### config.mk
export PLATFORM = sky130hd
export DESIGN_NAME = vedic_pipe_mult
export DESIGN_NICKNAME = d
export VERILOG_FILES = /design/src/rtl/vedic_pipe_mult.sv
export SDC_FILE = /design/constraint.sdc
export NUM_CORES = 1
export LEC_CHECK = 0
export BUFFER_PORTS_ARGS = -buffer_cell sky130_fd_sc_hd__buf_2
export CAP_MARGIN = 15
export CORE_ASPECT_RATIO = 1.25
export CORE_MARGIN = 5
export CORE_UTILIZATION = 40
export DETAILED_ROUTE_END_ITERATION = 10
export PLACE_DENSITY = 0.63
export REMOVE_ABC_BUFFERS = 1
export SYNTH_ARGS = -nofsm -noshare
export SYNTH_HDL_FRONTEND = slang
export SYNTH_SLANG_ARGS = --single-unit
### constraint.sdc
create_clock -name clk -period 4.95 [get_ports clk]
set_clock_uncertainty 0.1 [all_clocks]
set_input_delay 0.2475 -clock clk [delete_from_list [all_inputs] [get_ports clk]]
set_output_delay 0.2475 -clock clk [all_outputs]
set_load 0.01 [all_outputs]
### src/rtl/vedic_pipe_mult.sv
// vedic_pipe_mult: three-stage pipelined Urdhva-Tiryagbhyam (vertical and
// crosswise) multiplier. Each WxW product is built from four half-width
// partial products. Both unsigned and two's-complement operands are supported,
// selected per beat. The block has a valid/ready stream interface with a
// single global stall.
module vedic_pipe_mult #(
    parameter int W = 8  // operand width, even, 4..32
) (
    input  logic           clk,
    input  logic           rst,
    input  logic           in_valid,
    output logic           in_ready,
    input  logic [W-1:0]   a,
    input  logic [W-1:0]   b,
    input  logic           tc,
    output logic           out_valid,
    input  logic           out_ready,
    output logic [2*W-1:0] p
);

    localparam int H = W / 2;

    localparam logic [W-1:0]   ONE_W  = {{(W-1){1'b0}}, 1'b1};
    localparam logic [2*W-1:0] ONE_2W = {{(2*W-1){1'b0}}, 1'b1};

    // Pipeline control.
    logic en;
    logic accept;
    logic v1, v2, v3;

    // Stage 1 registers: the four vertical/crosswise partial products.
    logic [W-1:0] ll1, lh1, hl1, hh1;
    logic         neg1;

    // Stage 2 registers: outer products plus the merged crosswise term.
    logic [W-1:0] ll2, hh2;
    logic [W:0]   cross2;
    logic         neg2;

    // Combinational terms feeding the stage registers.
    logic [W-1:0]   ma, mb;
    logic           neg_c;
    logic [W-1:0]   ll_c, lh_c, hl_c, hh_c;
    logic [W:0]     cross_c;
    logic [2*W-1:0] s_c;
    logic [2*W-1:0] p_c;

    // The whole pipeline moves together. It stalls only when a finished result
    // is waiting and the consumer refuses it.
    always_comb begin
        en       = !v3 || out_ready;
        in_ready = en && !rst;
        accept   = in_valid && in_ready;
    end

    assign out_valid = v3;

    // Stage 1 logic: convert operands to sign/magnitude, then form half-width products.
    always_comb begin
        // NOTE: every always_comb output gets a default first, so no path
        // leaves a variable unassigned and no latch is inferred.
        ma    = a;
        mb    = b;
        neg_c = 1'b0;
        if (tc) begin
            // Negating -2^(W-1) in W bits gives 2^(W-1). As an unsigned
            // magnitude that value is correct, so no extra bit is needed.
            if (a[W-1]) ma = ~a + ONE_W;
            if (b[W-1]) mb = ~b + ONE_W;
            neg_c = a[W-1] ^ b[W-1];
        end
        ll_c = {{H{1'b0}}, ma[H-1:0]} * {{H{1'b0}}, mb[H-1:0]};
        lh_c = {{H{1'b0}}, ma[H-1:0]} * {{H{1'b0}}, mb[W-1:H]};
        hl_c = {{H{1'b0}}, ma[W-1:H]} * {{H{1'b0}}, mb[H-1:0]};
        hh_c = {{H{1'b0}}, ma[W-1:H]} * {{H{1'b0}}, mb[W-1:H]};
    end

    // Stage 2 logic: the crosswise sum keeps its carry (W+1 bits).
    always_comb begin
        cross_c = {1'b0, lh1} + {1'b0, hl1};
    end

    // Stage 3 logic: place the crosswise term at bit H, then restore the sign.
    // A zero magnitude with neg=1 negates to zero, so -0 never appears.
    always_comb begin
        s_c = {hh2, ll2} + {{(W-H-1){1'b0}}, cross2, {H{1'b0}}};
        p_c = neg2 ? (~s_c + ONE_2W) : s_c;
    end

    // Valid bits: bubbles move through the pipeline like data. Reset wins over a
    // simultaneous accept.
    always_ff @(posedge clk) begin
        // NOTE: sequential state uses non-blocking assignments only, so every
        // stage samples its predecessor's pre-edge value.
        if (rst) begin
            v1 <= 1'b0;
            v2 <= 1'b0;
            v3 <= 1'b0;
        end else if (en) begin
            v1 <= accept;
            v2 <= v1;
            v3 <= v2;
        end
    end

    // Data registers: a stage loads only when a real beat enters it, so p
    // changes only when a new result arrives.
    always_ff @(posedge clk) begin
        if (rst) begin
            // NOTE: the data path is cleared on reset as well, not just the
            // valid bits, because p is defined to read 0 out of reset.
            ll1    <= '0;
            lh1    <= '0;
            hl1    <= '0;
            hh1    <= '0;
            neg1   <= 1'b0;
            ll2    <= '0;
            hh2    <= '0;
            cross2 <= '0;
            neg2   <= 1'b0;
            p      <= '0;
        end else begin
            if (accept) begin
                ll1  <= ll_c;
                lh1  <= lh_c;
                hl1  <= hl_c;
                hh1  <= hh_c;
                neg1 <= neg_c;
            end
            if (en && v1) begin
                ll2    <= ll1;
                hh2    <= hh1;
                cross2 <= cross_c;
                neg2   <= neg1;
            end
            if (en && v2) begin
                p <= p_c;
            end
        end
    end

endmodule
Yosys cells after proc, flatten, opt, wreduce, memory -nomap -nowiden:

Cells that the tools add are included.

* input bits: 21
* register bits after elaboration: 78
* output and inout bits: 18
* logic and storage cells: 39

* add/sub/neg operators: 5
* multiply operators: 4
* bitwise logic cells: 4
* multiplexer cells: 6
* reductions and logical operators: 7

Operators with widths (number)
* multiplier 4 x 4 -> 8 bit: 4
* two-way mux 8 bit: 4
* adder 16 x 1 -> 16 bit (second input constant): 1
* adder 16 x 13 -> 16 bit: 1
* adder 8 x 1 -> 8 bit (second input constant): 2
* two-way mux 16 bit: 1
* inverter 16 bit: 1
* inverter 8 bit: 2
* adder 8 x 8 -> 9 bit: 1
* logical AND 1 bit: 4
* logical NOT 1 bit: 2
* logical OR 1 bit: 1
* two-way mux 1 bit: 1
* bitwise XOR 1 bit: 1

Longest topological paths before layout:

* depth after elaboration: 5
* depth in mapped cells: 15
* depth with buffers taken out: 15

Worst setup path after synthesis:

No wires, ideal clock.

* kind: input to register
* start: input port b[2]
* end: register hh1[7]
* data required time: 4.722 ns
* library setup time: 0.128 ns
* setup slack: 1.261 ns
* cell stages on the path: 15
* data arrival time: 3.461 ns
* path through: nor3_1 nand2_1 o31ai_1 nand2_1 or2_2 fa_1 inv_1 fa_1 ha_1 a21o_1 a21oi_1 o21bai_1 a21oi_1 xor2_1 o21ai_0

* longest elaborated chain between the ends: 5

Ends and longest elaborated chain
* start: declaration: line 14 `input logic [W-1:0] b,`
* inverter 8 bit: line 69 `if (b[W-1]) mb = ~b + ONE_W;`
* adder 8 x 1 -> 8 bit: line 69
* two-way mux 8 bit: line 69
* two-way mux 8 bit: line 65 `if (tc) begin`
* multiplier 4 x 4 -> 8 bit: line 75 `hh_c = {{H{1'b0}}, ma[W-1:H]} * {{H{1'b0}}, mb[W-1:H]};`
* end signal: assignment: line 127 `hh1 <= hh_c;`
* end: declaration: line 32 `logic [W-1:0] ll1, lh1, hl1, hh1;`

No other way between the ends.
A chain may end at the register's enable or synchronous reset.

Final worst setup path:

* start: input port a[0]
* end: register hh1[7]

* longest elaborated chain between the ends: 5

Ends and longest elaborated chain
* start: declaration: line 13 `input logic [W-1:0] a,`
* inverter 8 bit: line 68 `if (a[W-1]) ma = ~a + ONE_W;`
* adder 8 x 1 -> 8 bit: line 68
* two-way mux 8 bit: line 68
* two-way mux 8 bit: line 65
* multiplier 4 x 4 -> 8 bit: line 75

No other way between the ends.

==> summary.txt <==
Status
  – Outcome: complete, no violations

STA
  – Crit path time final: 3.83 ns
  – Rel. slew slack: 35.0%
  – Finish-stage setup viols: 0
  – Worst Tran Pin Value: 0.973 ns
  – Slew Viols, Final: 0
  – Final worst path period share: 77.3%
  – Fmax: 0.261 GHz
  – Unrepaired setup endpoints after global routing: false
  – Setup TNS: 0 ns
  – Final setup margin: 1.12 ns
  – Final Hold Viols: 0

Clock network
  – CTS root buf: clkbuf_16
  – Clk slew on worst S/H paths: 0.06 ns
  – Cts hold-fix bufs: 0
  – Clk_lat worst skew: 0.33 ns
  – H-tree levels: 3
  – Post-CTS resize count: 0
  – CTS tree: done
  – Post-CTS Setup Bufs: 0
  – Max clock buf depth: 2
  – CTS sink cnt: 78
  – CTS buffer count: 9

Routing
  – Post-route ant nets: 0
  – Met3 wire length: 351 um
  – Via count: 4757
  – Vias/cell: 5.22
  – Met2 WL: 6240 um
  – Starting DRC count in detailed routing: 251
  – Met1 WL: 5580 um
  – Remaining DRCs: 0
  – Pre-antenna DRT Iters: 4
  – Routed WL per cell: 13.7 um
  – Top Layer Used: met4
  – DRT Wirelength: 12500 um

Worst setup path
  – Critical path launch point type: input port
  – Critical path data arrival time: 3.92 ns
  – WP data required: 5.05 ns
  – Worst reg2reg endpoint: p[15]
  – Crit Path Category: in -> reg
  – R2R Setup Slk: 2.01 ns
  – Crit path capture type: flop
  – Reg2reg start: ll2[4]
  – R2r worst-path depth: 9
  – Worst-path fanout max: 8

Global route
  – First-pass GRT wire length: 21800 um
  – GR Util All Layers: 15.7%
  – Gr ovfl total: 0
  – Antenna violations before repair: 0
  – Largest net degree at the start of global routing: 80
  – Number of global-route vias before repair: 4658

Die
  – Initial Util: 40.4%
  – IO Count: 39
  – Core Footprint: 14200 um2
  – Die Wd: 117 um
  – Full die area: 16900 um2
  – Row count: 49
  – Die Span Y: 144 um

Hold path
  – Hold Crit Endpoint: v1
  – Worst hold path type: in -> reg
  – Hold_sp: in_valid
  – Hold Crit Depth: 3

Synthesis
  – Yosys top cell by area: dfxtp_1
  – Synth Warn #: 0
  – Sequential fraction of the synthesis area: 27.2%
  – Ys flop type: dfxtp_1
  – FF+latch count, synth: 78
  – Syn_area_per_cell: 8.12 um2
  – Unique masters post-synth: 55
  – Post-synthesis async set-or-reset flop share: 0%
  – Post-synth top area share: 27.2%
  – Post-synth EDFFs: 0
  – Area contributors post-synth: dfxtp_1 (27%), ha_1 (15%), fa_1 (6.3%), nor2_1 (6.0%), nand2_1 (5.8%)
  – Synthesized instance count: 707
  – Mapped Area: 5740 um2

Power
  – Net Sw Power: 586 uW
  – Pwr/cell area: 295 nW/um2
  – Leak: 2.90 nW
  – Peak supply drop: 0.199 mV
  – Internal power: 1.29 mW
  – Seq pwr share: 37.6%
  – Clock share of power: 33.1%
  – Logic pwr share: 29.3%
  – Switching Share: 31.3%

Place
  – Routability cong.: 0.848
  – Port bufs: 38
  – Setup slack at placement: 0.780 ns
  – Detailed Place HPWL: 9730 um

Flow run
  – Max cap viols: 0

Cells and area
  – Nets: 838
  – Ant. Diodes: 0
  – Area grow syn2layout: 10.5%
  – Share of layout cells above drive strength 1: 10.8%
  – Commonest non-fill, non-tap cell in the layout: nor2_1
  – Most frequent cells in the layout: nor2_1 (92), nand2_1 (89), dfxtp_1 (78)
per-layer routing:
| layer | track usage [%] | up-vias |
|---|---|---|
| met5 | 0 | - |
| met4 | 5.01 | 0 |
| met3 | 2.27 | 16 |
| met2 | 28.0 | 67 |
| met1 | 19.3 | 2203 |
| li1 | - | 2471 |
worst max-delay path, cell delays in order:
cell and delay [ns]:
buf_2 0.16, inv_1 0.15, ha_1 0.26, a21oi_1 0.17, xnor2_1 0.23, or2_2 0.38
fa_1 0.55, inv_1 0.06, fa_1 0.50, ha_1 0.31, a21o_1 0.18, a21oi_1 0.21
o21bai_1 0.09, a21oi_1 0.18, xor2_1 0.16, o21ai_0 0.08
cell families after synthesis:
logic type,count (synthesis),synth area share (%)
DFF,78,27.2
adders and majority gates,86,21.1
buffers and inverters,72,4.99
AOI/OAI and AO/OA,154,17.2
muxes,5,0.872
and+or+nand+nor,261,20.9
xor gates and xnor gates,51,7.78
worst max path at each step:
stage / start / end / slack [ns]
after floorplan: b[2] / hh1[7] / 1.23
after global placement: b[2] / hh1[7] / 0.88
after detailed placement: a[0] / ll1[7] / 0.78
after CTS: a[0] / ll1[7] / 1.12
after global routing: b[2] / hh1[7] / 0.78
final: a[0] / hh1[7] / 1.12
registers in the layout (all words and copies together) (netlist names):
register	cells
ll2	8
v1	1
out_valid	1
p	16
v2	1
lh1	8
cross2	9
neg1	1
ll1	8
neg2	1
hh1	8
hh2	8
hl1	8
cell type report:
cell class                      instances  area [um2]
Clock buffer                            9         225
Clock inverter                          5        52.6
Inverter                               41         154
Multi-Input combinational cell        557        3890
Timing Repair Buffer                   44         235
Tap cell                              178         223
Sequential cell                        78        1560
Fill cell                            1429        7880
Yosys cell counts, types with 3 or more instances:
cell and instances:
a21oi_1 61, nand3_1 8, o21bai_1 5, dfxtp_1 78
o21ai_0 19, a31oi_1 6, a21o_1 14, inv_1 40
nor3_1 12, nand2_1 89, a211oi_1 17, fa_1 18
a22oi_1 3, nor4_1 4, xor2_1 19, nor2b_1 4
nand3b_1 20, o31ai_1 7, or2_2 13, ha_1 68
nor2_1 92, mux2i_1 5, and2_1 5, xnor2_1 32
clkbuf_1 27
power by group through the flow:
| stage | Clock, mW | Sequential, mW | Combinational (mW) |
|---|---|---|---|
| floorplan | 0 | 0.713 | 0.401 |
| CTS | 0.636 | 0.705 | 0.556 |
| global placement | 0 | 0.717 | 0.536 |
| finish | 0.620 | 0.704 | 0.548 |
| global route | 0.661 | 0.710 | 0.631 |
| detailed placement | 0 | 0.718 | 0.549 |
per-stage QoR:
stage               std cells  hold WS (ns)  utilization (%)  instance area [um2]  total power, mW
floorplan                 676         0.216                -                 5610             1.11
global placement          898         0.339             42.6                 6070             1.25
detailed placement        898         0.346             42.6                 6070             1.27
CTS                       912        0.0705             44.6                 6340             1.90
global route              912         0.133             44.6                 6340             2.00
finish                    912        0.0879             44.6                 6340             1.87
No activity file was read; power rests on OpenSTA's default activity.
